[config.mk]
export PLATFORM = sky130hd
export DESIGN_NAME = cache_mem_initiator
export DESIGN_NICKNAME = d
export VERILOG_FILES = /design/src/rtl/cache_pkg.sv /design/src/rtl/cache_mem_initiator.sv
export SDC_FILE = /design/constraint.sdc
export NUM_CORES = 1
export LEC_CHECK = 0
export CAP_MARGIN = 20
export CORE_MARGIN = 2
export CORE_UTILIZATION = 40
export DETAILED_ROUTE_END_ITERATION = 6
export DONT_BUFFER_PORTS = 1
export MAX_ROUTING_LAYER = met4
export PLACE_DENSITY_LB_ADDON = 0.25
export SYNTH_ARGS = -nofsm -noshare
export SYNTH_HDL_FRONTEND = slang
export SYNTH_SLANG_ARGS = --single-unit
[constraint.sdc]
create_clock -name clk -period 1.7 [get_ports clk]
set_input_delay 0.255 -clock clk [delete_from_list [all_inputs] [get_ports clk]]
set_output_delay 0.255 -clock clk [all_outputs]
set_load 0.01 [all_outputs]
[src/rtl/cache_pkg.sv]
// Shared FSM state encoding and default geometry for the cache memory initiator.
package cache_pkg;

    localparam int DEF_WIDTH   = 32;
    localparam int DEF_DEPTH   = 1024;
    localparam int DEF_TIMEOUT = 64;

    typedef enum logic [1:0] {
        ST_IDLE  = 2'd0,
        ST_WRITE = 2'd1,
        ST_READ  = 2'd2,
        ST_RESP  = 2'd3
    } state_t;

endpackage

[src/rtl/cache_mem_initiator.sv]
// Cache-side memory initiator: word write-through and 4-word block refill with a wait timeout.
// Latency: strobe the cycle after accept, response the cycle after mem_ready; req_ready low until back in IDLE.
module cache_mem_initiator
    import cache_pkg::*;
#(
    parameter int WIDTH   = DEF_WIDTH,
    parameter int DEPTH   = DEF_DEPTH,
    parameter int TIMEOUT = DEF_TIMEOUT,
    localparam int ADDR_W = $clog2(DEPTH)
) (
    input  logic                 clk,
    input  logic                 reset,
    input  logic                 req_valid,
    input  logic                 req_write,
    input  logic [ADDR_W-1:0]    req_addr,
    input  logic [WIDTH-1:0]     req_wdata,
    output logic                 req_ready,
    output logic                 resp_valid,
    output logic                 resp_error,
    output logic [4*WIDTH-1:0]   resp_block,
    output logic [ADDR_W-1:0]    mem_address,
    output logic                 mem_write_en,
    output logic                 mem_read_en,
    output logic [WIDTH-1:0]     mem_write_data,
    input  logic                 mem_ready,
    input  logic [4*WIDTH-1:0]   mem_read_data
);

    localparam int CNT_W = ($clog2(TIMEOUT) + 1 > 8) ? $clog2(TIMEOUT) + 1 : 8;

    state_t             state, state_nxt;
    logic [ADDR_W-1:0]  addr_q;
    logic [WIDTH-1:0]   wdata_q;
    logic [CNT_W-1:0]   wait_cnt;
    logic               err_q;
    logic [4*WIDTH-1:0] block_q;
    logic               accept;
    logic               busy;
    logic               timeout_hit;

    assign accept      = (state == ST_IDLE) && req_valid;
    assign busy        = (state == ST_WRITE) || (state == ST_READ);
    assign timeout_hit = (wait_cnt == CNT_W'(TIMEOUT - 1));

    always_ff @(posedge clk or negedge reset) begin
        if (!reset) state <= ST_IDLE;
        else        state <= state_nxt;
    end

    always_comb begin
        state_nxt = state;
        case (state)
            ST_IDLE:  if (req_valid) state_nxt = req_write ? ST_WRITE : ST_READ;
            ST_WRITE,
            ST_READ:  if (mem_ready || timeout_hit) state_nxt = ST_RESP;
            ST_RESP:  state_nxt = ST_IDLE;
            default:  state_nxt = ST_IDLE;
        endcase
    end

    // err_q is rewritten every busy cycle; only the value on the exit cycle reaches RESP,
    // so a ready coinciding with the timeout reads as success.
    always_ff @(posedge clk or negedge reset) begin
        if (!reset) begin
            addr_q   <= '0;
            wdata_q  <= '0;
            wait_cnt <= '0;
            err_q    <= 1'b0;
            block_q  <= '0;
        end else begin
            if (accept) begin
                addr_q   <= req_addr;
                wdata_q  <= req_wdata;
                wait_cnt <= '0;
            end
            if (busy) begin
                err_q <= !mem_ready;
                if (!mem_ready) wait_cnt <= wait_cnt + 1'b1;
            end
            if ((state == ST_READ) && mem_ready) block_q <= mem_read_data;
        end
    end

    always_comb begin
        req_ready      = 1'b0;
        resp_valid     = 1'b0;
        resp_error     = 1'b0;
        mem_address    = '0;
        mem_write_en   = 1'b0;
        mem_read_en    = 1'b0;
        mem_write_data = '0;
        case (state)
            ST_IDLE:  req_ready = 1'b1;
            ST_WRITE: begin
                mem_write_en   = 1'b1;
                mem_address    = addr_q;
                mem_write_data = wdata_q;
            end
            ST_READ: begin
                mem_read_en = 1'b1;
                mem_address = {addr_q[ADDR_W-1:2], 2'b00};
            end
            ST_RESP: begin
                resp_valid = 1'b1;
                resp_error = err_q;
            end
            default: ;
        endcase
    end

    assign resp_block = block_q;

endmodule

==> results of run 1 <==
[synth_stat cells (2+ instances only)]
| cell | count | area (um2) |
|---|---|---|
| clkbuf_1 | 4 | 15.0 |
| mux2_2 | 130 | 1460 |
| inv_1 | 4 | 15.0 |
| mux2i_1 | 3 | 30.0 |
| mux2_4 | 40 | 601 |
| nor2_1 | 4 | 15.0 |
| nand2_1 | 7 | 26.3 |
| and2_1 | 43 | 269 |
| a31oi_1 | 2 | 12.5 |
| nand4_1 | 2 | 12.5 |
| dfrtp_1 | 181 | 4530 |
| buf_6 | 18 | 203 |
| buf_2 | 2 | 10.0 |
| ha_1 | 6 | 75.1 |
| o21ai_0 | 14 | 70.1 |
[cell families after synthesis]
logic type	count (synthesis)	share of synthesized area [%]
buf+inv	28	3.25
compound gates	23	2.04
flops	181	60.6
mux	173	28.0
simple gates	62	5.01
fa+ha+maj	6	1.01
[per-stage QoR]
stage               instance area (um2)  hold slack, ns  setup TNS [ns]
floorplan                          7470         -0.0406               0
global placement                   7760         -0.0367               0
detailed placement                 7760         -0.0371         -0.0623
==> results.tsv, run 1 <==
stage	metric	value	unit
yosys	synthArstFlopShare	100	%
placed_design	port_buffers	0	
outcome	failed_stage	clock tree synthesis (4_1_cts)	
outcome	status	did not finish	
floorplan	rows	49	
clock_network	cts.sinks	181	
yosys	synth_edf_count	0	
yosys	synth_warnings	0	
outcome	error_line	[ERROR RSZ-0060] Max buffer count reached.	
placed_design	place_hpwl	12.2	mm
floorplan	io-pin-count	350	
yosys	syn_nets	654	
clock_network	cts_resized	48	
clock_network	clockRootBuffer	clkbuf_16	
placed_design	dpl_worst_slack	-0.0475	ns
floorplan	die_h	141	um
clock_network	postCtsHoldBufs	149	
placed_design	placed_cells	702	
clock_network	postCtsSetupRepairBufs	6	
placed_design	gp_congestion	0.722	
yosys	ys_seq_area_share	60.6	%
yosys	ys.flop_type	dfrtp_1	
yosys	mappedNetlistArea	0.00747	mm2
floorplan	start_util	41.2	%
yosys	ys_types	28	
yosys	syn_inst	473	
yosys	avgSynthCellArea	15.8	um2
clock_network	cts_made_buffers	17	
clock_network	clock_path_buffers	2	
yosys	yosys_register_bits	181	
floorplan	die_w	141	um
clock_network	h-tree-depth	4	
==> inputs of run 2 (changes only) <==
CORE_UTILIZATION = 25   (was 40)
MAX_ROUTING_LAYER = not set   (was met4)
PLACE_DENSITY_LB_ADDON = 0.15   (was 0.25)
==> run 2 against run 1 <==
Net effect: the flow now finishes, with violations (negative hold slack, negative setup slack); area after synthesis did not move; synthesized cell count stayed put.
==> results.tsv, run 2 <==
stage	metric	value	unit	change
yosys	ys_types	28		unchanged
cells_and_area	syn2layout_area_growth	40.2	%	
placed_design	placed_cells	855		+22%
sta	hold_ws	-0.489	ns	
clock_network	cts.sinks	181		unchanged
yosys	ys.flop_type	dfrtp_1		
clock_network	postCtsHoldBufs	171		+15%
floorplan	start_util	25.3	%	-16 points
clock_network	clock_path_buffers	2		unchanged
routing	wl_per_cell	17.5	um	
sta	tightestPinTransition	0.364	ns	
power_and_ir_drop	power_density	1800	mW/mm2	
yosys	synth_edf_count	0		unchanged
yosys	synth_warnings	0		unchanged
routing	vias	4523		
critical_path	end_kind	output pin		
cells_and_area	final_layout_size_suffix_gt1_share	41.8	%	
outcome	status	finished with violations		
critical_path	worstSetupPathType	reg -> out		
cells_and_area	nNetsFinal	842		
critical_path	cp_data_required_time	1.44	ns	
yosys	synthArstFlopShare	100	%	unchanged
sta	fin_crit_sh	109	%	
routing	viasPerCell	4.25		
clock_network	insertion_delay	0.44	ns	
yosys	mappedNetlistArea	0.00747	mm2	unchanged
floorplan	core-area	0.0296	mm2	
cells_and_area	diodes	0		
cells_and_area	final_cells	1064		
routing	drt-total-wl	18.6	mm	
floorplan	die_h	177	um	+26%
cells_and_area	multiInputGateArea	0.00287	mm2	
grt	antenna_found_initial	0		
floorplan	io-pin-count	350		unchanged
yosys	synthTopCellsByArea	dfrtp_1, mux2_2, mux2_4		
grt	grt_pass1_vias	5057		
outcome	failed_checks	negative hold slack, negative setup slack		
clock_network	clk_pin_slew	0.07	ns	
cells_and_area	ff_latch_area	0.00453	mm2	
sta	period_needed	1.86	ns	
grt	grt_util_all_layers	11.6	%	
floorplan	rows	63		+29%
grt	grt_max_degree	182		
cells_and_area	final_common_cell	dfrtp_1		
clock_network	clockRootBuffer	clkbuf_16		
critical_path	cp-start-kind	flip-flop		
floorplan	die_area	0.0313	mm2	
clock_network	h-tree-depth	4		unchanged
sta	setup_ws	-0.159	ns	
sta	setup_viol	42		
placed_design	place_hpwl	11.9	mm	-2.8%
sta	grt_setup_unrepaired	true		
sta	slew_headroom	75.8	%	
cells_and_area	largest_register_ffs	128		
clock_network	cts_made_buffers	17		unchanged
grt	grt_pass1_wl	27.6	mm	
critical_path	cp_max_fo	8		
sta	fmax	0.538	GHz	
power_and_ir_drop	ir_drop	0.715	mV	
floorplan	die_w	177	um	+26%
cells_and_area	final_cell_mix	dfrtp_1, dlygate4sd3_1, mux2_2		
sta	hold_viol	181		
routing	drc	0		
yosys	synthTopCellsByCount	dfrtp_1, mux2_2, and2_1, mux2_4, buf_6		
clock_network	tritoncts	built		
routing	drtAntennaViolNets	0		
routing	firstDrtPassIters	4		
worst_hold_path	hold_path.class	in -> async		
grt	grt_overflow	0		
sta	finClkSkew	0.0102	ns	
run	cap_violations	0		
yosys	syn_nets	654		unchanged
yosys	ys_seq_area_share	60.6	%	unchanged
power_and_ir_drop	leakage	4.60	nW	
cells_and_area	fillers	2857		
routing	drtIter0Drc	91		
placed_design	port_buffers	0		unchanged
yosys	synth_most_common_cell	dfrtp_1		
yosys	syn_inst	473		unchanged
yosys	yosys_register_bits	181		unchanged
placed_design	gp_congestion	0.726		+0.53%
critical_path	arrival	1.60	ns	
yosys	synth.largest_area_cell	dfrtp_1		
sta	drv_slew	0		
yosys	synth_top_area_share	60.6	%	unchanged
yosys	avgSynthCellArea	15.8	um2	unchanged
[run 2: cell counts after synthesis]
No cell type changed its count.
[run 2: logic make-up (layout without fill, tap and decap cells)]
kind of cell | Yosys count | count (layout) | share of synthesized area [%]
simple gates | 62 | 62 | 5.01
fa+ha+maj | 6 | 6 | 1.01
compound gates | 23 | 23 | 2.04
mux | 173 | 173 | 28.0
flops | 181 | 181 | 60.6
buf+inv | 28 | 229 | 3.25
[run 2: repair_timing]
item,in CTS,in global routing
resized for setup,21,41
buffers inserted,3,3
hold endpoints to repair,352,181
gates cloned,0,1
setup endpoints to repair,94,55
pin swaps,10,12
[run 2: cell type report]
class                   instances  share of cell area, %
well taps                     390                   4.66
flip-flops and latches        181                   43.3
clock inverters                15                   1.59
clock buffers                  17                   4.06
inverters                       4                  0.167
multi-input cells             264                   27.4
repair buffers                193                   18.8
[run 2: per-stage QoR]
| step | util [%] | total power [mW] | setup TNS (ns) | worst slack [ns] | cell area (um2) |
|---|---|---|---|---|---|
| floorplan | - | 12.6 | 0 | 0.150 | 7470 |
| global placement | 26.8 | 13.8 | 0 | 0.0233 | 7930 |
| detailed placement | 26.8 | 13.9 | -0.916 | -0.0998 | 7930 |
| CTS | 34.9 | 18.7 | -7.94 | -0.204 | 10300 |
| global route | 35.4 | 20.0 | -7.54 | -0.237 | 10500 |
| finish | 35.4 | 18.9 | -3.83 | -0.159 | 10500 |
[run 2: layer usage]
metal  vias up  wire (um)  GRT usage (%)
met5         -          0              0
li1       2016          -              -
met2       240       9710           20.5
met4         0        376           4.99
met3        24       1710           4.81
met1      2243       6770           12.0
[run 2: worst max-delay path, stage by stage, from the launching register on]
cell	delay, ns
dfrtp_2	0.44
inv_4	0.07
ha_4	0.27
o21a_4	0.20
and2_4	0.18
[run 2: report_power, final]
part           switching [mW]  total [mW]  internal [mW]
sequential               2.36        8.85           6.49
clock                    1.86        3.95           2.09
combinational            2.26        6.09           3.83
total                    6.49        18.9           12.4
[run 2: worst paths after layout]
kind / endpoint / cells past startpoint / startpoint / slack, ns
worst max-delay path: mem_address[5] / 4 / state[0] / -0.16
worst min-delay path: resp_block[57] / 0 / reset / -0.49
worst max register to register: resp_block[80] / 5 / state[1] / 0.07
worst min register to register: wait_cnt[2] / 1 / wait_cnt[2] / 0.50
max in group asynchronous: resp_block[30] / 0 / reset / 1.84
min in group clk: state[0] / 2 / req_write / 0.04
Power figures use the tool's default switching activity.
